**config.mk**
```make
export PLATFORM = sky130hd
export DESIGN_NAME = fb_reader_flat
export DESIGN_NICKNAME = d
export VERILOG_FILES = /design/src/rtl/fb_reader_if.sv /design/src/rtl/fb_reader.sv /design/src/flat_wrapper.sv
export SDC_FILE = /design/constraint.sdc
export NUM_CORES = 1
export LEC_CHECK = 0
export CAP_MARGIN = 20
export CORE_ASPECT_RATIO = 0.5
export CORE_MARGIN = 2
export CORE_UTILIZATION = 30
export DETAILED_ROUTE_END_ITERATION = 10
export SLEW_MARGIN = 30
export SYNTH_ARGS = -nofsm -noshare
export SYNTH_HDL_FRONTEND = slang
export SYNTH_SLANG_ARGS = --single-unit
```
**constraint.sdc**
```tcl
create_clock -name clk -period 2.9 [get_ports clk]
set_input_delay 0.58 -clock clk [delete_from_list [all_inputs] [get_ports clk]]
set_output_delay 0.58 -clock clk [all_outputs]
set_load 0.01 [all_outputs]
```
**src/rtl/fb_reader_if.sv**
```systemverilog
// Pixel stream from the framebuffer scan-out reader to the display driver.
// The reader drives the master side; the consumer drives ready.
interface fb_reader_if #(
   parameter int DATA_W = 8
);
   logic [DATA_W-1:0] data;
   logic              valid;
   logic              ready;
   logic              sof;
   logic              eol;

   modport master (output data, output valid, output sof, output eol, input ready);
   modport slave  (input data, input valid, input sof, input eol, output ready);
endinterface

```
**src/rtl/fb_reader.sv**
```systemverilog
// Raster scan-out of the framebuffer starting at a programmable scroll row,
// two-cycle reads shared politely with the writer, 2-entry FIFO toward the LCD.
module fb_reader #(
   parameter int WIDTH  = 320,
   parameter int HEIGHT = 240,
   parameter int ADDR_W = 17,
   parameter int DATA_W = 8
) (
   input  logic              clk,
   input  logic              reset,
   input  logic              start,
   input  logic [7:0]        scroll_row,
   input  logic              ram_busy,
   output logic [ADDR_W-1:0] ram_addr,
   output logic              ram_hold,
   input  logic [DATA_W-1:0] ram_rdata,
   output logic              busy,
   output logic              frame_done,
   fb_reader_if.master       pix
);

   localparam int COL_W  = $clog2(WIDTH);
   localparam int LINE_W = $clog2(HEIGHT);
   localparam int ENT_W  = DATA_W + 2;

   typedef enum logic [1:0] {
      S_IDLE    = 2'd0,
      S_ISSUE   = 2'd1,
      S_CAPTURE = 2'd2,
      S_DRAIN   = 2'd3
   } state_t;

   // Row-to-address as a sum of shifted copies of row, one per set bit of WIDTH.
   function automatic logic [ADDR_W-1:0] row_base_of(input logic [7:0] row);
      logic [ADDR_W-1:0] acc;
      acc = {ADDR_W{1'b0}};
      for (int b = 0; b < 32; b++) begin
         if (WIDTH[b]) begin
            acc = acc + (ADDR_W'(row) << b);
         end else begin
            acc = acc;
         end
      end
      return acc;
   endfunction

   state_t              state_r;
   logic [COL_W-1:0]    col_r;
   logic [LINE_W-1:0]   line_r;
   logic [7:0]          row_r;
   logic [ADDR_W-1:0]   row_base_r;
   logic [ADDR_W-1:0]   addr_r;
   logic                ram_hold_r;
   logic                busy_r;
   logic                done_r;

   logic [ENT_W-1:0]    fifo_mem_r [2];
   logic                wr_ptr_r;
   logic                rd_ptr_r;
   logic [1:0]          count_r;

   logic [7:0]          start_row_s;
   logic                col_last_s;
   logic                row_last_s;
   logic                frame_last_s;
   logic                issue_ok_s;
   logic                push_s;
   logic                pop_s;
   logic                sof_s;
   logic [ENT_W-1:0]    head_s;

   assign start_row_s  = (scroll_row >= 8'(HEIGHT)) ? 8'd0 : scroll_row;
   assign col_last_s   = (col_r == COL_W'(WIDTH - 1));
   assign row_last_s   = (row_r == 8'(HEIGHT - 1));
   assign frame_last_s = col_last_s && (line_r == LINE_W'(HEIGHT - 1));
   assign issue_ok_s   = !ram_busy && (count_r <= 2'd1);
   assign push_s       = (state_r == S_CAPTURE);
   assign pop_s        = (count_r != 2'd0) && pix.ready;
   assign sof_s        = (line_r == {LINE_W{1'b0}}) && (col_r == {COL_W{1'b0}});
   assign head_s       = fifo_mem_r[rd_ptr_r];

   assign ram_addr   = addr_r;
   assign ram_hold   = ram_hold_r;
   assign busy       = busy_r;
   assign frame_done = done_r;
   assign pix.valid  = (count_r != 2'd0);
   assign pix.data   = head_s[DATA_W-1:0];
   assign pix.eol    = head_s[DATA_W];
   assign pix.sof    = head_s[DATA_W+1];

   // Scan-out FSM: raster counters, read handshake and frame bookkeeping.
   always_ff @(posedge clk or posedge reset) begin
      if (reset) begin
         state_r    <= S_IDLE;
         col_r      <= {COL_W{1'b0}};
         line_r     <= {LINE_W{1'b0}};
         row_r      <= 8'd0;
         row_base_r <= {ADDR_W{1'b0}};
         addr_r     <= {ADDR_W{1'b0}};
         ram_hold_r <= 1'b0;
         busy_r     <= 1'b0;
         done_r     <= 1'b0;
      end else begin
         ram_hold_r <= 1'b0;
         done_r     <= 1'b0;
         case (state_r)
            S_IDLE: begin
               // A start landing on the frame_done cycle is deliberately dropped.
               if (start && !done_r) begin
                  row_r      <= start_row_s;
                  col_r      <= {COL_W{1'b0}};
                  line_r     <= {LINE_W{1'b0}};
                  row_base_r <= row_base_of(start_row_s);
                  addr_r     <= row_base_of(start_row_s);
                  busy_r     <= 1'b1;
                  state_r    <= S_ISSUE;
               end
            end
            S_ISSUE: begin
               if (issue_ok_s) begin
                  ram_hold_r <= 1'b1;
                  state_r    <= S_CAPTURE;
               end
            end
            S_CAPTURE: begin
               if (col_last_s) begin
                  col_r  <= {COL_W{1'b0}};
                  line_r <= line_r + LINE_W'(1);
                  if (row_last_s) begin
                     row_r      <= 8'd0;
                     row_base_r <= {ADDR_W{1'b0}};
                     addr_r     <= {ADDR_W{1'b0}};
                  end else begin
                     row_r      <= row_r + 8'd1;
                     row_base_r <= row_base_r + ADDR_W'(WIDTH);
                     addr_r     <= row_base_r + ADDR_W'(WIDTH);
                  end
               end else begin
                  col_r  <= col_r + COL_W'(1);
                  addr_r <= addr_r + ADDR_W'(1);
               end
               state_r <= frame_last_s ? S_DRAIN : S_ISSUE;
            end
            S_DRAIN: begin
               if ((count_r == 2'd0) || ((count_r == 2'd1) && pop_s)) begin
                  done_r  <= 1'b1;
                  busy_r  <= 1'b0;
                  state_r <= S_IDLE;
               end
            end
            default: begin
               state_r <= S_IDLE;
            end
         endcase
      end
   end

   // Two-entry pixel FIFO holding {sof, eol, data}.
   always_ff @(posedge clk or posedge reset) begin
      if (reset) begin
         fifo_mem_r[0] <= {ENT_W{1'b0}};
         fifo_mem_r[1] <= {ENT_W{1'b0}};
         wr_ptr_r      <= 1'b0;
         rd_ptr_r      <= 1'b0;
         count_r       <= 2'd0;
      end else begin
         if (push_s) begin
            fifo_mem_r[wr_ptr_r] <= {sof_s, col_last_s, ram_rdata};
            wr_ptr_r             <= ~wr_ptr_r;
         end
         if (pop_s) begin
            rd_ptr_r <= ~rd_ptr_r;
         end
         case ({push_s, pop_s})
            2'b10:   count_r <= count_r + 2'd1;
            2'b01:   count_r <= count_r - 2'd1;
            default: count_r <= count_r;
         endcase
      end
   end

endmodule

```
**src/flat_wrapper.sv**
```systemverilog
// flat-port wrapper written by rule: the top's interface ports become plain ports
module fb_reader_flat 
#(
   parameter int WIDTH  = 320,
   parameter int HEIGHT = 240,
   parameter int ADDR_W = 17,
   parameter int DATA_W = 8
)
  (clk, reset, start, scroll_row, ram_busy, ram_addr, ram_hold, ram_rdata, busy, frame_done, pix_data, pix_valid, pix_sof, pix_eol, pix_ready);
  fb_reader_if #(.DATA_W(DATA_W)) pix_i ();
  input  logic clk;
  input  logic reset;
  input  logic start;
  input  logic [7:0] scroll_row;
  input  logic ram_busy;
  output logic [ADDR_W-1:0] ram_addr;
  output logic ram_hold;
  input  logic [DATA_W-1:0] ram_rdata;
  output logic busy;
  output logic frame_done;
  output wire logic [$bits(pix_i.data)-1:0] pix_data;
  output wire logic [$bits(pix_i.valid)-1:0] pix_valid;
  output wire logic [$bits(pix_i.sof)-1:0] pix_sof;
  output wire logic [$bits(pix_i.eol)-1:0] pix_eol;
  input wire logic [$bits(pix_i.ready)-1:0] pix_ready;
  assign pix_data = pix_i.data;
  assign pix_valid = pix_i.valid;
  assign pix_sof = pix_i.sof;
  assign pix_eol = pix_i.eol;
  assign pix_i.ready = pix_ready;
  fb_reader #(.WIDTH(WIDTH), .HEIGHT(HEIGHT), .ADDR_W(ADDR_W), .DATA_W(DATA_W)) u_core (.clk(clk), .reset(reset), .start(start), .scroll_row(scroll_row), .ram_busy(ram_busy), .ram_addr(ram_addr), .ram_hold(ram_hold), .ram_rdata(ram_rdata), .busy(busy), .frame_done(frame_done), .pix(pix_i));
endmodule
```
Word-level counts from Yosys, hierarchy flattened:

Index checks and enable logic that the tools add are counted.

* memories: 0
* register bits: 88
* input bits: 21
* bits in latches: 0
* memory bits (writable): 0
* memory bits (read-only): 0

* order comparisons: 5
* mux-type cells: 40
* multiply operators: 0
* shift operators: 0
* divide/modulo/power cells: 0
* add/sub/neg operators: 9
* equal/unequal tests: 13
* bitwise gates (word level): 4
* reductions and logical operators: 22

Operators with widths (number)
* 17-bit 2-to-1 mux: 8
* 17-bit one-hot mux with 2 select lines: 2
* 8-bit 2-to-1 mux: 6
* 10-bit 2-to-1 mux: 4
* 8-bit one-hot mux with 2 select lines: 2
* 20-bit bitwise mux: 1
* 9-bit 2-to-1 mux: 2
* 9-bit one-hot mux with 2 select lines: 1
* 17-bit by 1-bit adder with 17-bit output (second input constant): 1
* 17-bit by 14-bit adder with 17-bit output: 1
* 17-bit by 16-bit adder with 17-bit output: 1
* 17-bit by 9-bit adder with 17-bit output (second input constant): 1
* 8-bit by 1-bit adder with 8-bit output (second input constant): 2
* 8-bit equality test (second input constant): 2
* 10-bit demux with 1-bit select: 1
* 9-bit by 1-bit adder with 9-bit output (second input constant): 1
* 9-bit equality test (second input constant): 1
* 9-bit zero test: 1
* 3-bit AND reduction: 3
* 8-bit >= comparator (second input constant): 1
* 8-bit zero test: 1
* 2-bit 2-to-1 mux: 4
* 2-bit by 1-bit != test with 1-bit output (second input constant): 4
* 2-bit one-hot mux with 4 select lines: 1
* other kinds (18): 41

Longest topological paths before layout:

* depth in word-level cells: 10
* gate-level depth with buffers: 10
* gate-level depth less buffers: 9

Worst setup path before layout:

OpenSTA, ideal clock, no wires.

* kind: input to register
* start point: input scroll_row[2]
* end point: register u_core.row_base_r[12]
* setup slack: 0.082 ns
* arrival: 2.697 ns
* buffers on the path: 2
* data required time: 2.779 ns
* stages on the path: 10
* setup time: 0.121 ns
* cell sequence: clkbuf_1 > clkbuf_1 > and2_1 > ha_1 > ha_1 > a21oi_1 > a2111oi_0 > mux2i_1 > o41ai_1 > a22o_1

* word-level cells in the longest chain between the ends: 8

Ends and longest elaborated chain
* start, declared: line flat_wrapper.sv:14 `input logic [7:0] scroll_row;`
* 8-bit >= comparator: line fb_reader.sv:72 `assign start_row_s = (scroll_row >= 8'(HEIGHT)) ? 8'd0 : scroll_row;`
* 8-bit 2-to-1 mux (*): line fb_reader.sv:72
* 17-bit by 14-bit adder with 17-bit output: line fb_reader.sv:39 `acc = acc + (ADDR_W'(row) << b);`
* 17-bit 2-to-1 mux: line fb_reader.sv:109 `if (start && !done_r) begin`
* 17-bit 2-to-1 mux: line fb_reader.sv:106 `case (state_r)`
* 17-bit by 16-bit adder with 17-bit output (*): line fb_reader.sv:39
* 17-bit 2-to-1 mux (*): line fb_reader.sv:109
* 17-bit one-hot mux with 2 select lines (*): line fb_reader.sv:106
* end signal, assigned: line fb_reader.sv:98 `row_base_r <= {ADDR_W{1'b0}};`
* end signal, assigned: line fb_reader.sv:113 `row_base_r <= row_base_of(start_row_s);`
* end signal, assigned: line fb_reader.sv:131 `row_base_r <= {ADDR_W{1'b0}};`
* end, declared: line fb_reader.sv:51 `logic [ADDR_W-1:0] row_base_r;`

Mark *: on every way between the ends. The rest lies on a longest branch, timed or not. The select of a mux whose other input is x is not followed.
A chain may end at the register's enable or synchronous reset.

Worst setup path after layout:

* start point: input scroll_row[4]
* end point: register u_core.row_base_r[12]

Same word-level chain as after synthesis.

==> results.txt <==
----------------------------------------------------
[Die]
  Area of the core ... between 0.015 and 0.02 mm²
  FP Rows ... 34
  Full die area ... 0.0194 mm²
  DIE WIDTH ... 195 µm
  Number of placed I/O pins ... 52
  DIE HEIGHT ... around 100 µm
  Initial Utilization ... a little under a third

[Route]
  Count of routing violations after the opening detailed-route iteration ... 311
  DRC errors left ... 0
  Mean number of vias per cell ... between 5 and 6
  Average wire per cell in the routed design ... approximately 16 µm
  WL final ... 15100 µm
  Antenna Violating Nets Remaining ... 0
  Count of vias placed by the detailed router ... 4965
  Number of detailed-routing iterations run before antenna repair ... 5

[Clock network]
  Number of H-tree levels ... 3
  Clock Latency Late Sink ... 0.34 ns
  TritonCTS clock tree ... yes
  Buffer levels on the longest clock path ... 2
  Number of clock sinks ... between 80 and 90
  Post-CTS Setup Repair Bufs ... 0
  Number of buffers added by the clock tree synthesis step ... 9
  Post-CTS clock slew at the launch and capture registers of the worst setup and hold paths ... 0.06 ns
  Cell at the root of the clock tree ... sky130_fd_sc_hd__clkbuf_16

[Logic synthesis]
  Fraction of registers with async set/reset ... 100%
  Dominant register cell in the synthesized netlist ... sky130_fd_sc_hd__dfrtp_1
  Part of the Yosys area used for sequential elements ... 40.2%
  Largest family of logic cells by synthesized area ... compound AO/OA/AOI/OAI gates
  Number of warning messages in the yosys log ... 0
  Share of synthesized cell area in full adder, half adder and majority cells ... 4.06%
  Total nets after synthesis ... 660
  Post-synthesis share of cell area spent on and, or, nand and nor gates ... 21.4%
  Netlist Area Pre-Place ... 0.00548 mm²
  Multiplexer fraction of the synthesized cell area ... 5.00%
  Unique cell type count in the Yosys netlist ... 67
  Area share of the largest cell type after synthesis ... 40.2%
  Post-synthesis sequential element count ... 88
  Top area cells in the synthesized netlist ... sky130_fd_sc_hd__dfrtp_1, sky130_fd_sc_hd__nand2_1, sky130_fd_sc_hd__o21ai_0
  Number of synthesized flops with an enable pin ... 0
  Instance count of the mapped netlist ... 622
  Avg Synthesized Cell Area ... 8.81 µm²
  XOR/XNOR Fraction of Synth Area ... 3.19%
  Fraction of the mapped netlist area in compound gates ... 21.8%
  Biggest area consumer among synthesized cells ... sky130_fd_sc_hd__dfrtp_1

[Cells and area]
  Layout cells sized above 1 ... 12.0%
  Signed area change from the synthesized netlist to the final layout ... 23.3%
  Final Instance Count excl. Fillers ... 919
  Number of diodes ... 0
  Most common cell after layout, fill and taps aside ... sky130_fd_sc_hd__dfrtp_1
  Count of nets after finishing ... 719
  Final core utilization ... 38.4%
  Commonest non-fill, non-tap cells in the layout ... sky130_fd_sc_hd__dfrtp_1, sky130_fd_sc_hd__nand2_1, sky130_fd_sc_hd__clkdlybuf4s50_1

[GRT]
  Global-route congestion overflow total ... 0
  Wire length of the first global-routing pass ... ~26000 µm
  GRT Util Overall ... 16.4%
  Maximum number of pins on one net before global-route repair ... between 50 and 60
  Number of antenna violations at the first check in global routing ... 0
  Via count of the first global-routing pass ... around 4800

[STA]
  Final hold violation count ... 0
  Final clock skew ... 0.00682 ns
  Remaining max-slew budget at the tightest pin ... 61.1%
  Finish-stage setup viols ... 0
  Min Tclk post-route ... 2.74 ns
  Transition time at the pin with the least slew margin ... 0.583 ns
  Number of pins with negative max-slew slack in the final report ... 0
  Top achievable clock speed ... 365 MHz
  Share of the clock period used by the worst path after layout ... 94.6%
  RSZ-0062 raised after global routing ... false

[Placed design]
  Number of cells in the design after placement ... 904
  Post-detail-place hpwl ... 10700 µm
  GPL Wtd Cong ... 0.847
  Port Buffers ... 51

[Setup path]
  Cell at the slowest stage of the critical path ... sky130_fd_sc_hd__a2111oi_0
  Critical path class ... input pin to register
  Startpoint type of the worst setup path ... input pin
  Data required, critical path ... 3.13 ns
  Endpoint arrival time on the critical path ... 2.97 ns
  Top Family by Delay on Critical Path ... compound AO/OA/AOI/OAI gates
  Crit path cell chain ... clkdlybuf4s50_1, nand4_1, and2_1, ha_1, ha_1, a21oi_1, a2111oi_0, buf_4, mux2i_1, o41ai_1, a22o_1
  Worst path most repeated cell ... sky130_fd_sc_hd__ha_1
  Max FO, Critical Path ... 3
  Critical path buffers and inverters ... 2
  Stage delay of the slowest cell on the critical path ... 0.48 ns
  Element type at the critical path end ... register

[Power]
  Power density over the cells ... 977 mW/mm²
  Worst IR drop on VDD ... approximately 400 µV
  Static leakage ... around 2.8 nW

[Status]
  Run status ... completed

[Min path]
  Min-Delay Path Class ... register to register

[Run]
  Number of violations of the max-capacitance limit ... 0

----------------------------------------------------
==> flip-flops by register name, indices dropped and copies added, names as in the netlist, 2 cells and up <==
name               flops
u_core.fifo_mem_r     20
u_core.ram_addr       17
u_core.row_base_r     17
u_core.col_r           9
u_core.line_r          8
u_core.row_r           8
u_core.count_r         2
u_core.state_r         2
==> per-layer routing <==
layer,part of all wire (%),global-route usage [%]
met5,0,0
met4,1.3,4.58
met3,4.8,3.05
met2,45,25.2
met1,49,23.5
==> area by class of cell <==
class,count,area [µm²]
clock buffers,10,239
well taps,234,293
clock inverters,5,105
repair buffers,88,801
multi-input cells,475,3050
flip-flops and latches,88,2200
inverters,19,72.6
fillers,1786,10900
==> synth_stat cells, drive strengths merged, types with 3 or more instances <==
| library cell | instances |
|---|---|
| dfrtp | 88 |
| nand2 | 81 |
| o21ai | 50 |
| nor2 | 40 |
| clkbuf | 32 |
| nand3 | 30 |
| a21oi | 23 |
| inv | 19 |
| mux2 | 19 |
| ha | 17 |
| nand4 | 13 |
| and2 | 12 |
| xnor2 | 11 |
| nor3 | 9 |
| nor4 | 9 |
| xor2 | 9 |
| a22o | 8 |
| a31oi | 8 |
| and3 | 8 |
| buf | 8 |
| o31ai | 8 |
| a21o | 7 |
| a211oi | 6 |
| mux2i | 6 |
| nor2b | 6 |
| nand3b | 5 |
| o211ai | 5 |
| o21a | 5 |
| o221ai | 5 |
| o311ai | 5 |
| o31a | 5 |
| or3 | 5 |
| and4 | 4 |
| nand2b | 4 |
| nand4b | 4 |
| o22ai | 4 |
| or2 | 4 |
| a221o | 3 |
| a22oi | 3 |
| o2bb2ai | 3 |
| o41ai | 3 |
==> what timing repair did <==
| action | CTS | global route |
|---|---|---|
| gates resized for setup | 0 | 1 |
| hold buffers | 0 | 0 |
| endpoints found under the setup margin | 0 | 1 |
==> logic make-up after synthesis <==
group | after synthesis
buffers and inverters | 59
adders and majority gates | 18
xor gates and xnor gates | 20
DFF | 88
and+or+nand+nor | 238
AOI/OAI and AO/OA | 174
muxes | 25
==> metrics by stage <==
stage	worst slack (ns)	hold WS (ns)	area, µm²	TNS (ns)	power, mW
after floorplan	0.0414	0.442	5480	0	4.07
after global placement	-0.0986	0.454	6410	-0.212	5.20
after detailed placement	-0.221	0.460	6410	-1.04	5.27
after CTS	0.161	0.477	6760	0	6.65
after global routing	0.00907	0.499	6760	0	7.13
final	0.157	0.474	6760	0	6.60
==> report_power, final <==
group	internal (mW)	switching [mW]	total, mW
clock network	0.861	0.482	1.34
logic	1.46	1.70	3.16
registers	1.66	0.441	2.10
==> final timing paths <==
check | slack, ns | cells after the start | from | endpoint
min | 0.47 | 2 | u_core.fifo_mem_r[15]$_DFFE_PP0P_ | u_core.fifo_mem_r[15]$_DFFE_PP0P_
max | 0.16 | 11 | scroll_row[4] | u_core.row_base_r[12]$_DFFE_PP0P_
max in group asynchronous | 1.90 | 3 | reset | u_core.ram_hold$_DFF_PP0_
max reg2reg | 0.56 | 5 | u_core.col_r[6]$_DFFE_PP0P_ | u_core.row_r[6]$_DFFE_PP0P_
min reg2reg | 0.47 | 2 | u_core.fifo_mem_r[15]$_DFFE_PP0P_ | u_core.fifo_mem_r[15]$_DFFE_PP0P_
min in group asynchronous | 0.63 | 3 | reset | u_core.ram_addr[2]$_DFFE_PP0P_
==> worst reg2reg max path, stage by stage, from the launching register on <==
cell	delay [ns]
sky130_fd_sc_hd__dfrtp_1	0.44
sky130_fd_sc_hd__or3b_1	0.46
sky130_fd_sc_hd__o31ai_1	0.34
sky130_fd_sc_hd__nand2_1	0.39
sky130_fd_sc_hd__o41ai_1	0.46
sky130_fd_sc_hd__a221o_1	0.20
(Power assumes the default switching activity.)
